<file path="src/rtl/spi_slave_axis.sv">
// spi_slave_axis: SPI mode-0 target (MSB first, 8-bit words) that terminates an
// external initiator inside the aclk domain. All SPI pins are oversampled.
// Received bytes leave on rx_axis (AXI4-Stream master). Bytes returned to the
// initiator arrive on tx_axis (AXI4-Stream slave).
// Optional build macro SPI_SLAVE_FRAME_CNT_EN adds frame_done/frame_bytes.
module spi_slave_axis #(
    parameter int unsigned SYNC_STAGES = 2,
    parameter logic [7:0]  FILL_BYTE   = 8'hFF
) (
    input  logic        aclk,
    input  logic        aresetn,
    input  logic        spi_csn,
    input  logic        spi_sck,
    input  logic        spi_sdi,
    output logic        spi_sdo,
    output logic        rx_axis_tvalid,
    input  logic        rx_axis_tready,
    output logic [7:0]  rx_axis_tdata,
    output logic        rx_axis_tuser,
    input  logic        tx_axis_tvalid,
    output logic        tx_axis_tready,
    input  logic [7:0]  tx_axis_tdata,
    output logic        rx_overrun
`ifdef SPI_SLAVE_FRAME_CNT_EN
    ,
    output logic        frame_done,
    output logic [15:0] frame_bytes
`endif
);

    typedef enum logic {
        IDLE,
        ACTIVE
    } state_t;

    state_t state, state_next;

    logic [SYNC_STAGES-1:0] csn_sync, sck_sync, sdi_sync, sync_live;
    logic csn_s, sck_s, sdi_s;
    logic csn_d, sck_d, csn_armed;
    logic csn_fall_q, csn_rise_q, sck_rise_q, sck_fall_q, sdi_q;

    logic       start, stop, shift_in, shift_out, byte_end, fetch;
    logic [7:0] tx_next;
    logic       rx_accept;

    logic [2:0] bit_cnt;
    logic [6:0] rx_shift;
    logic [6:0] tx_shift;
    logic [7:0] tx_hold;
    logic       first;

    logic       byte_done;
    logic [7:0] byte_val;
    logic       byte_first;

    assign csn_s = csn_sync[SYNC_STAGES-1];
    assign sck_s = sck_sync[SYNC_STAGES-1];
    assign sdi_s = sdi_sync[SYNC_STAGES-1];

    // Pin synchronizers; sync_live marks which stages hold post-reset samples.
    always_ff @(posedge aclk) begin
        if (!aresetn) begin
            csn_sync  <= '1;
            sck_sync  <= '0;
            sdi_sync  <= '0;
            sync_live <= '0;
        end else begin
            csn_sync  <= {csn_sync[SYNC_STAGES-2:0], spi_csn};
            sck_sync  <= {sck_sync[SYNC_STAGES-2:0], spi_sck};
            sdi_sync  <= {sdi_sync[SYNC_STAGES-2:0], spi_sdi};
            sync_live <= {sync_live[SYNC_STAGES-2:0], 1'b1};
        end
    end

    // Edge detection against a delayed copy; pulses and sdi are registered together.
    // csn falls are only honoured once a genuine high csn has been seen after reset,
    // so a csn held low through reset never opens a frame.
    always_ff @(posedge aclk) begin
        if (!aresetn) begin
            csn_d      <= 1'b1;
            sck_d      <= 1'b0;
            csn_armed  <= 1'b0;
            csn_fall_q <= 1'b0;
            csn_rise_q <= 1'b0;
            sck_rise_q <= 1'b0;
            sck_fall_q <= 1'b0;
            sdi_q      <= 1'b0;
        end else begin
            csn_d      <= csn_s;
            sck_d      <= sck_s;
            csn_armed  <= csn_armed | (sync_live[SYNC_STAGES-1] & csn_s);
            csn_fall_q <= csn_armed & csn_d & ~csn_s;
            csn_rise_q <= ~csn_d & csn_s;
            sck_rise_q <= ~sck_d & sck_s;
            sck_fall_q <= sck_d & ~sck_s;
            sdi_q      <= sdi_s;
        end
    end

    // Frame state register.
    always_ff @(posedge aclk) begin
        if (!aresetn) begin
            state <= IDLE;
        end else begin
            state <= state_next;
        end
    end

    // Next state and per-cycle control strobes; tready pulses on each tx fetch.
    always_comb begin
        state_next = state;
        start      = 1'b0;
        stop       = 1'b0;
        shift_in   = 1'b0;
        shift_out  = 1'b0;
        case (state)
            IDLE: begin
                if (csn_fall_q) begin
                    start      = 1'b1;
                    state_next = ACTIVE;
                end
            end
            ACTIVE: begin
                if (csn_rise_q) begin
                    stop       = 1'b1;
                    state_next = IDLE;
                end else begin
                    shift_in  = sck_rise_q;
                    shift_out = sck_fall_q;
                end
            end
            default: state_next = IDLE;
        endcase
        byte_end       = shift_in & (bit_cnt == 3'd7);
        fetch          = start | byte_end;
        tx_next        = tx_axis_tvalid ? tx_axis_tdata : FILL_BYTE;
        tx_axis_tready = fetch & tx_axis_tvalid;
        rx_accept      = ~rx_axis_tvalid | rx_axis_tready;
    end

    // Shift datapath. spi_sdo itself carries bit 7 of the transmit word, so
    // tx_shift only keeps the seven bits still waiting behind it.
    always_ff @(posedge aclk) begin
        if (!aresetn) begin
            bit_cnt  <= '0;
            rx_shift <= '0;
            tx_shift <= '0;
            tx_hold  <= '0;
            spi_sdo  <= 1'b0;
        end else if (start) begin
            bit_cnt  <= '0;
            tx_shift <= tx_next[6:0];
            spi_sdo  <= tx_next[7];
        end else if (stop) begin
            bit_cnt  <= '0;
            spi_sdo  <= 1'b0;
        end else begin
            if (shift_in) begin
                rx_shift <= {rx_shift[5:0], sdi_q};
                bit_cnt  <= bit_cnt + 3'd1;
            end
            if (byte_end) begin
                tx_hold <= tx_next;
            end
            if (shift_out) begin
                if (bit_cnt != 3'd0) begin
                    tx_shift <= {tx_shift[5:0], 1'b0};
                    spi_sdo  <= tx_shift[6];
                end else begin
                    tx_shift <= tx_hold[6:0];
                    spi_sdo  <= tx_hold[7];
                end
            end
        end
    end

    // Completed-byte stage and first-of-frame tracking.
    always_ff @(posedge aclk) begin
        if (!aresetn) begin
            byte_done  <= 1'b0;
            byte_val   <= '0;
            byte_first <= 1'b0;
            first      <= 1'b0;
        end else begin
            byte_done <= byte_end;
            if (byte_end) begin
                byte_val   <= {rx_shift, sdi_q};
                byte_first <= first;
            end
            if (start) begin
                first <= 1'b1;
            end else if (byte_done && rx_accept) begin
                first <= 1'b0;
            end
        end
    end

    // rx_axis holding register: new byte replaces on accept, else dropped with overrun.
    always_ff @(posedge aclk) begin
        if (!aresetn) begin
            rx_axis_tvalid <= 1'b0;
            rx_axis_tdata  <= '0;
            rx_axis_tuser  <= 1'b0;
            rx_overrun     <= 1'b0;
        end else begin
            rx_overrun <= 1'b0;
            if (byte_done) begin
                if (rx_accept) begin
                    rx_axis_tdata  <= byte_val;
                    rx_axis_tuser  <= byte_first;
                    rx_axis_tvalid <= 1'b1;
                end else begin
                    rx_overrun <= 1'b1;
                end
            end else if (rx_axis_tready) begin
                rx_axis_tvalid <= 1'b0;
            end
        end
    end

`ifdef SPI_SLAVE_FRAME_CNT_EN
    logic [15:0] byte_cnt;

    // Per-frame completed-byte count (dropped bytes included), published at frame end.
    always_ff @(posedge aclk) begin
        if (!aresetn) begin
            byte_cnt    <= '0;
            frame_done  <= 1'b0;
            frame_bytes <= '0;
        end else begin
            frame_done <= stop;
            if (start) begin
                byte_cnt <= '0;
            end else if (byte_end && byte_cnt != 16'hFFFF) begin
                byte_cnt <= byte_cnt + 16'd1;
            end
            if (stop) begin
                frame_bytes <= byte_cnt;
            end
        end
    end
`else
    // No frame statistics in this build.
`endif

endmodule

</file>
<file path="config.mk">
export PLATFORM = sky130hd
export DESIGN_NAME = spi_slave_axis
export DESIGN_NICKNAME = d
export VERILOG_FILES = /design/src/rtl/spi_slave_axis.sv
export SDC_FILE = /design/constraint.sdc
export NUM_CORES = 1
export LEC_CHECK = 0
export ABC_CLOCK_PERIOD_IN_PS = 2600
export BUFFER_PORTS_ARGS = -buffer_cell sky130_fd_sc_hd__buf_2
export CAP_MARGIN = 20
export CORE_AREA = 2 2 68 70
export CTS_BUF_LIST = sky130_fd_sc_hd__clkbuf_4 sky130_fd_sc_hd__clkbuf_8 sky130_fd_sc_hd__clkbuf_16
export DETAILED_ROUTE_END_ITERATION = 6
export DIE_AREA = 0 0 70 72
export PLACE_DENSITY_LB_ADDON = 0.15
export SLEW_MARGIN = 40
export SYNTH_ARGS = -nofsm -noshare
export SYNTH_HDL_FRONTEND = slang
export SYNTH_SLANG_ARGS = --single-unit
export TNS_END_PERCENT = 10
</file>
<file path="constraint.sdc">
create_clock -name aclk -period 2.6 [get_ports aclk]
set_clock_uncertainty 0.1 [all_clocks]
set_input_delay 0.26 -clock aclk [delete_from_list [all_inputs] [get_ports aclk]]
set_output_delay 0.26 -clock aclk [all_outputs]
set_load 0.03 [all_outputs]
</file>
-- Word-level counts from Yosys, hierarchy flattened
Cells that the tools add are included.
- $add $sub $neg: 1
- equality and inequality tests: 3
- mux-type cells: 26
- bitwise logic cells: 20
- reductions and logical operators: 13
- operators with widths (kind ; number):
    7-bit two-way mux ; 4
    1-bit two-way mux ; 20
    1-bit NOT ; 9
    1-bit bitwise AND ; 8
    8-bit two-way mux ; 1
    2-bit AND reduction ; 4
    3-bit AND reduction ; 2
    2-bit nonzero test ; 3
    3-bit nonzero test ; 2
    2-bit inequality test (second input constant) ; 2
    3-bit by 1-bit adder with 3-bit output (second input constant) ; 1
    3-bit equality test (second input constant) ; 1
    1-bit OR ; 3
    3-bit OR reduction ; 1
    1-bit case mux with 2 select lines ; 1
    1-bit logical AND ; 1
- register bits after elaboration: 65
- input bits: 15
- output and inout port bits: 13
- logic and storage cells: 90

-- Longest topological paths before layout
- depth in word-level cells: 5
- gate-level depth with buffers: 7
- depth with buffers taken out: 6

-- Least setup slack after synthesis
Ideal clock, no wire load.
- path kind: register to output
- from: register bit_cnt[1]
- to: output tx_axis_tready
- arrival time: 1.501 ns
- required time: 2.240 ns
- setup slack: 0.739 ns
- stages on the path, launching flop included: 7
- path buffers: 1
- cell sequence: dfxtp_1 ha_1 ha_1 inv_1 or2_1 buf_2 a21boi_1
- word-level cells in the longest chain between the ends: 4
- RTL lines (element ; RTL line ; text):
    from (decl) ; 47 ; logic [2:0] bit_cnt;
    from (signal assigned) ; 161 ; bit_cnt <= bit_cnt + 3'd1;
    3-bit equality test ; 135 ; byte_end = shift_in & (bit_cnt == 3'd7);
    1-bit bitwise AND ; 135 ;
    1-bit OR ; 136 ; fetch = start | byte_end;
    1-bit bitwise AND ; 138 ; tx_axis_tready = fetch & tx_axis_tvalid;
    to (decl) ; 21 ; output logic tx_axis_tready,
No other way between the ends.

-- Worst setup path after layout
- from: register csn_rise_q
- to: output tx_axis_tready
- word-level cells in the longest chain between the ends: 5
- RTL lines (element ; RTL line ; text):
    from (decl) ; 41 ; logic csn_fall_q, csn_rise_q, sck_rise_q, sck_fall_q, sdi_q;
    from (signal assigned) ; 94 ; csn_rise_q <= ~csn_d & csn_s;
    1-bit two-way mux ; 125 ; if (csn_rise_q) begin
    1-bit two-way mux ; 117 ; case (state)
    1-bit bitwise AND ; 135 ;
    1-bit OR ; 136 ;
    1-bit bitwise AND ; 138 ;
No other way between the ends.

==> out/metrics.cfg <==
[synthesis]
ys_ff_latch=65
syn-cell-area_um2=2504
synth-simple-area-share=0.2059
synth_top_area_cell=dfxtp_1
synth_top_area_share=0.5197
synthMuxAreaShare=0.1154
synth_adder_area_share=0.01499
synth_cell_type_count=32
yosys.area_share.xor_xnor=0.003498
yosysWarnings=0
synth.area.top_cells=dfxtp_1 (52%), mux2i_1 (9.6%), nor2b_1 (6.7%), nand2_1 (4.3%), and2_1 (2.0%)
synth_top_family_by_area=simple AND/OR/NAND/NOR gates
ys_seq_area_frac=0.5197
synth_cells=248
syn_nets=266
synth_compound_area_frac=0.1024
synth.avg_cell_area_um2=10.10

[global_route]
grt_pass1_wl_um=6817
antenna_found_initial=0
grt_pass1_vias=1553
grt.total_usage=0.1779
gr-total-overflow=0
grt_max_degree=36

[drt]
firstDrtPassIters=4
wl_um=4046
wire_per_inst_um=12.19
num_vias=1691
drc_errors=0
final_antenna_net_count=0
drtIter0Drc=45
via_per_inst=5.093

[sta]
finalHoldViolations=0
fmax_mhz=419.4
grt_setup_unrepaired=no
min_period_over_period=0.9171
tns_ns=0
setup_slack_ns=0.2155
fin_hold_ws_ns=0.02215
worst_pin_slew_ns=0.6018
slew_headroom=0.5988
setup_violations=0
period_minus_slack_ns=2.385
slew_viol_final=0

[min_path]
min_path_type=primary input to flip-flop
worstHoldStart=spi_sck

[finish]
final-seq-area_um2=1301
num_antenna_cells=0
num-nets-final=293
multi_input_area_um2=1107
final_cells=332
layout-area-overhead-vs-synth_pct=15.49
drive_gt1_frac=0.1821
fill_cells=342
fin_area_um2=2892

[critical_path]
critPathTopFamily=simple AND/OR/NAND/NOR gates
cp.required_ns=2.24
ff2ff_setup_slack_ns=0.71
crit_fanout=12
crit_arrival_ns=2.02
cp-end-kind=primary output
worst-setup-path-type=flip-flop to primary output
cpPeakStageDelay_ns=0.48
r2r_start=csn_rise_q$_SDFF_PN0_
r2r_end=tx_hold[4]$_SDFFE_PN0P_
crit_start=csn_rise_q$_SDFF_PN0_
critPathCapture=tx_axis_tready
ff2ff_path_depth=4
cp-start-kind=flip-flop
crit_chain=nand3b_2 -> or2_1 -> a21boi_1 -> buf_2
path_buf_inv=1
crit_slowest_cell=or2_1
cp_num_cells=4

[pwr]
power.switching_mw=0.4004
leakagePower_nw=1.365
swShare=0.1914
power-per-cell-area_nw_per_um2=723.6
comb_power_share=0.026
seqPwrFrac=0.483
pwr-share-clk=0.491
internal_power_mw=1.692
peakVddDrop_mv=0.4154

[floorplanning]
die-height_um=72
num_rows=24
die_x_um=70
coreArea_um2=4264
ios=28
start_util=0.5871
die_area_um2=5040

[placed_design]
dp_slack_ns=0.5797
dp_cells=315
port_buffers=27
hpwl_um=2591
place_congestion=0.6975
placed_area_um2=2639

[cts]
cts_max_level=3
clock_latency_ns=0.34
cts.clk_slew.worst_paths_ns=0.07
cts_root_buf=clkbuf_8
cts_tree=yes
cts.sinks=65
cts_buffers=9
cts_max_path_buffers=2

[run_status]
status=completed

[flow_run]
maxCapViolCount=0

per-layer routing:
layer  wire length (µm)  GRT usage  vias up
li1                   -          -      878
met1               1945     0.2084      780
met2               1891     0.2825       28
met3                149    0.06667        5
met4                 59     0.1026        0
met5                  0          0        -
layout make-up:
class                           instances  area share
Timing Repair Buffer                   30     0.05539
Multi-Input combinational cell        165      0.3830
Sequential cell                        65      0.4500
Clock inverter                          5     0.03592
Inverter                                4    0.005193
Clock buffer                           11     0.04803
Tap cell                               52     0.02250
stage by stage:
step                      total power [mW]  utilization
after floorplan                      1.067            -
after global placement               1.085       0.6188
after detailed placement             1.086       0.6188
after CTS                            2.122       0.6781
after global routing                 2.161       0.6781
final                                2.092       0.6781
registers in the layout, indices dropped and copies added (netlist names), 2 cells and up:
signal	flops
byte_val	8
rx_axis_tdata	8
tx_hold	8
rx_shift	7
tx_shift	7
bit_cnt	3
csn_sync	2
sck_sync	2
sdi_sync	2
sync_live	2
how the worst min path moves through the flow:
stage | end | cells after the start
6_report | sck_sync[0]$_SDFF_PN0_ | 2
5_1_grt | sck_sync[0]$_SDFF_PN0_ | 2
4_1_cts | sck_sync[0]$_SDFF_PN0_ | 2
3_5_place_dp | csn_sync[1]$_SDFF_PN1_ | 1
3_3_place_gp | csn_sync[1]$_SDFF_PN1_ | 1
2_1_floorplan | sync_live[0]$_DFF_P_ | 0
cell families (layout without fill, tap and decap cells):
group | count (synthesis) | in the layout
AOI/OAI and AO/OA | 36 | 36
xor gates and xnor gates | 1 | 1
adders and majority gates | 3 | 3
buffers and inverters | 18 | 50
DFF | 65 | 65
muxes | 28 | 28
and+or+nand+nor | 97 | 97
worst reg2reg max path: stages, from the launching register on:
cell	delay, ns
dfxtp_1	0.33
nand3b_2	0.46
nor2_4	0.58
mux2i_1	0.26
nor2b_1	0.06
cell usage in the layout (no fill, tap or decap), drive strengths merged:
cell and instances:
dfxtp 65, nand2 29, buf 29, nor2b 27, mux2i 24, nor2 13
clkbuf 11, a21boi 11, nand2b 8, and2 8, o22ai 6, o21ai 5
o211a 5, o21a 5, inv 4, and3 4, mux2 4, a21oi 3
nand3 3, ha 3, bufinv 3, nand3b 2, clkinv 2, or2 1
and3b 1, nor3b 1, a311oi 1, xnor2 1, dlygate4sd3 1
synthesized netlist by cell type:
cell type	n
ha_1	3
o211a_1	5
a21boi_1	5
o21ai_0	5
nand2_1	29
inv_1	4
nand2b_1	8
o21a_1	5
buf_2	4
nor2b_1	27
mux2_4	1
mux2i_1	24
nor3b_1	1
a311oi_1	1
xnor2_1	1
nand3b_2	1
and3_1	4
buf_4	4
and2_1	8
dfxtp_1	65
nand3b_1	1
clkbuf_1	5
nor2_4	1
and3b_1	1
nand3_1	3
or2_1	1
mux2_2	3
o22ai_1	6
nor2_1	12
buf_6	1
a21boi_0	6
a21oi_1	3
repair_timing:
| item | in CTS | in global routing |
|---|---|---|
| setup buffers | 0 | 0 |
| gates resized for setup | 0 | 0 |
| hold buffers | 1 | 0 |
| hold endpoints to repair | 1 | 0 |
power by group through the flow:
| stage | clock, mW | combinational (mW) | sequential, mW |
|---|---|---|---|
| after global routing | 1.09 | 0.0599 | 1.01 |
| after floorplan | 0 | 0.0336 | 1.03 |
| after detailed placement | 0 | 0.0525 | 1.03 |
| after CTS | 1.06 | 0.0540 | 1.01 |
| final | 1.03 | 0.0536 | 1.01 |
| after global placement | 0 | 0.0520 | 1.03 |
Note: power is estimated with default switching activity, not from simulation.
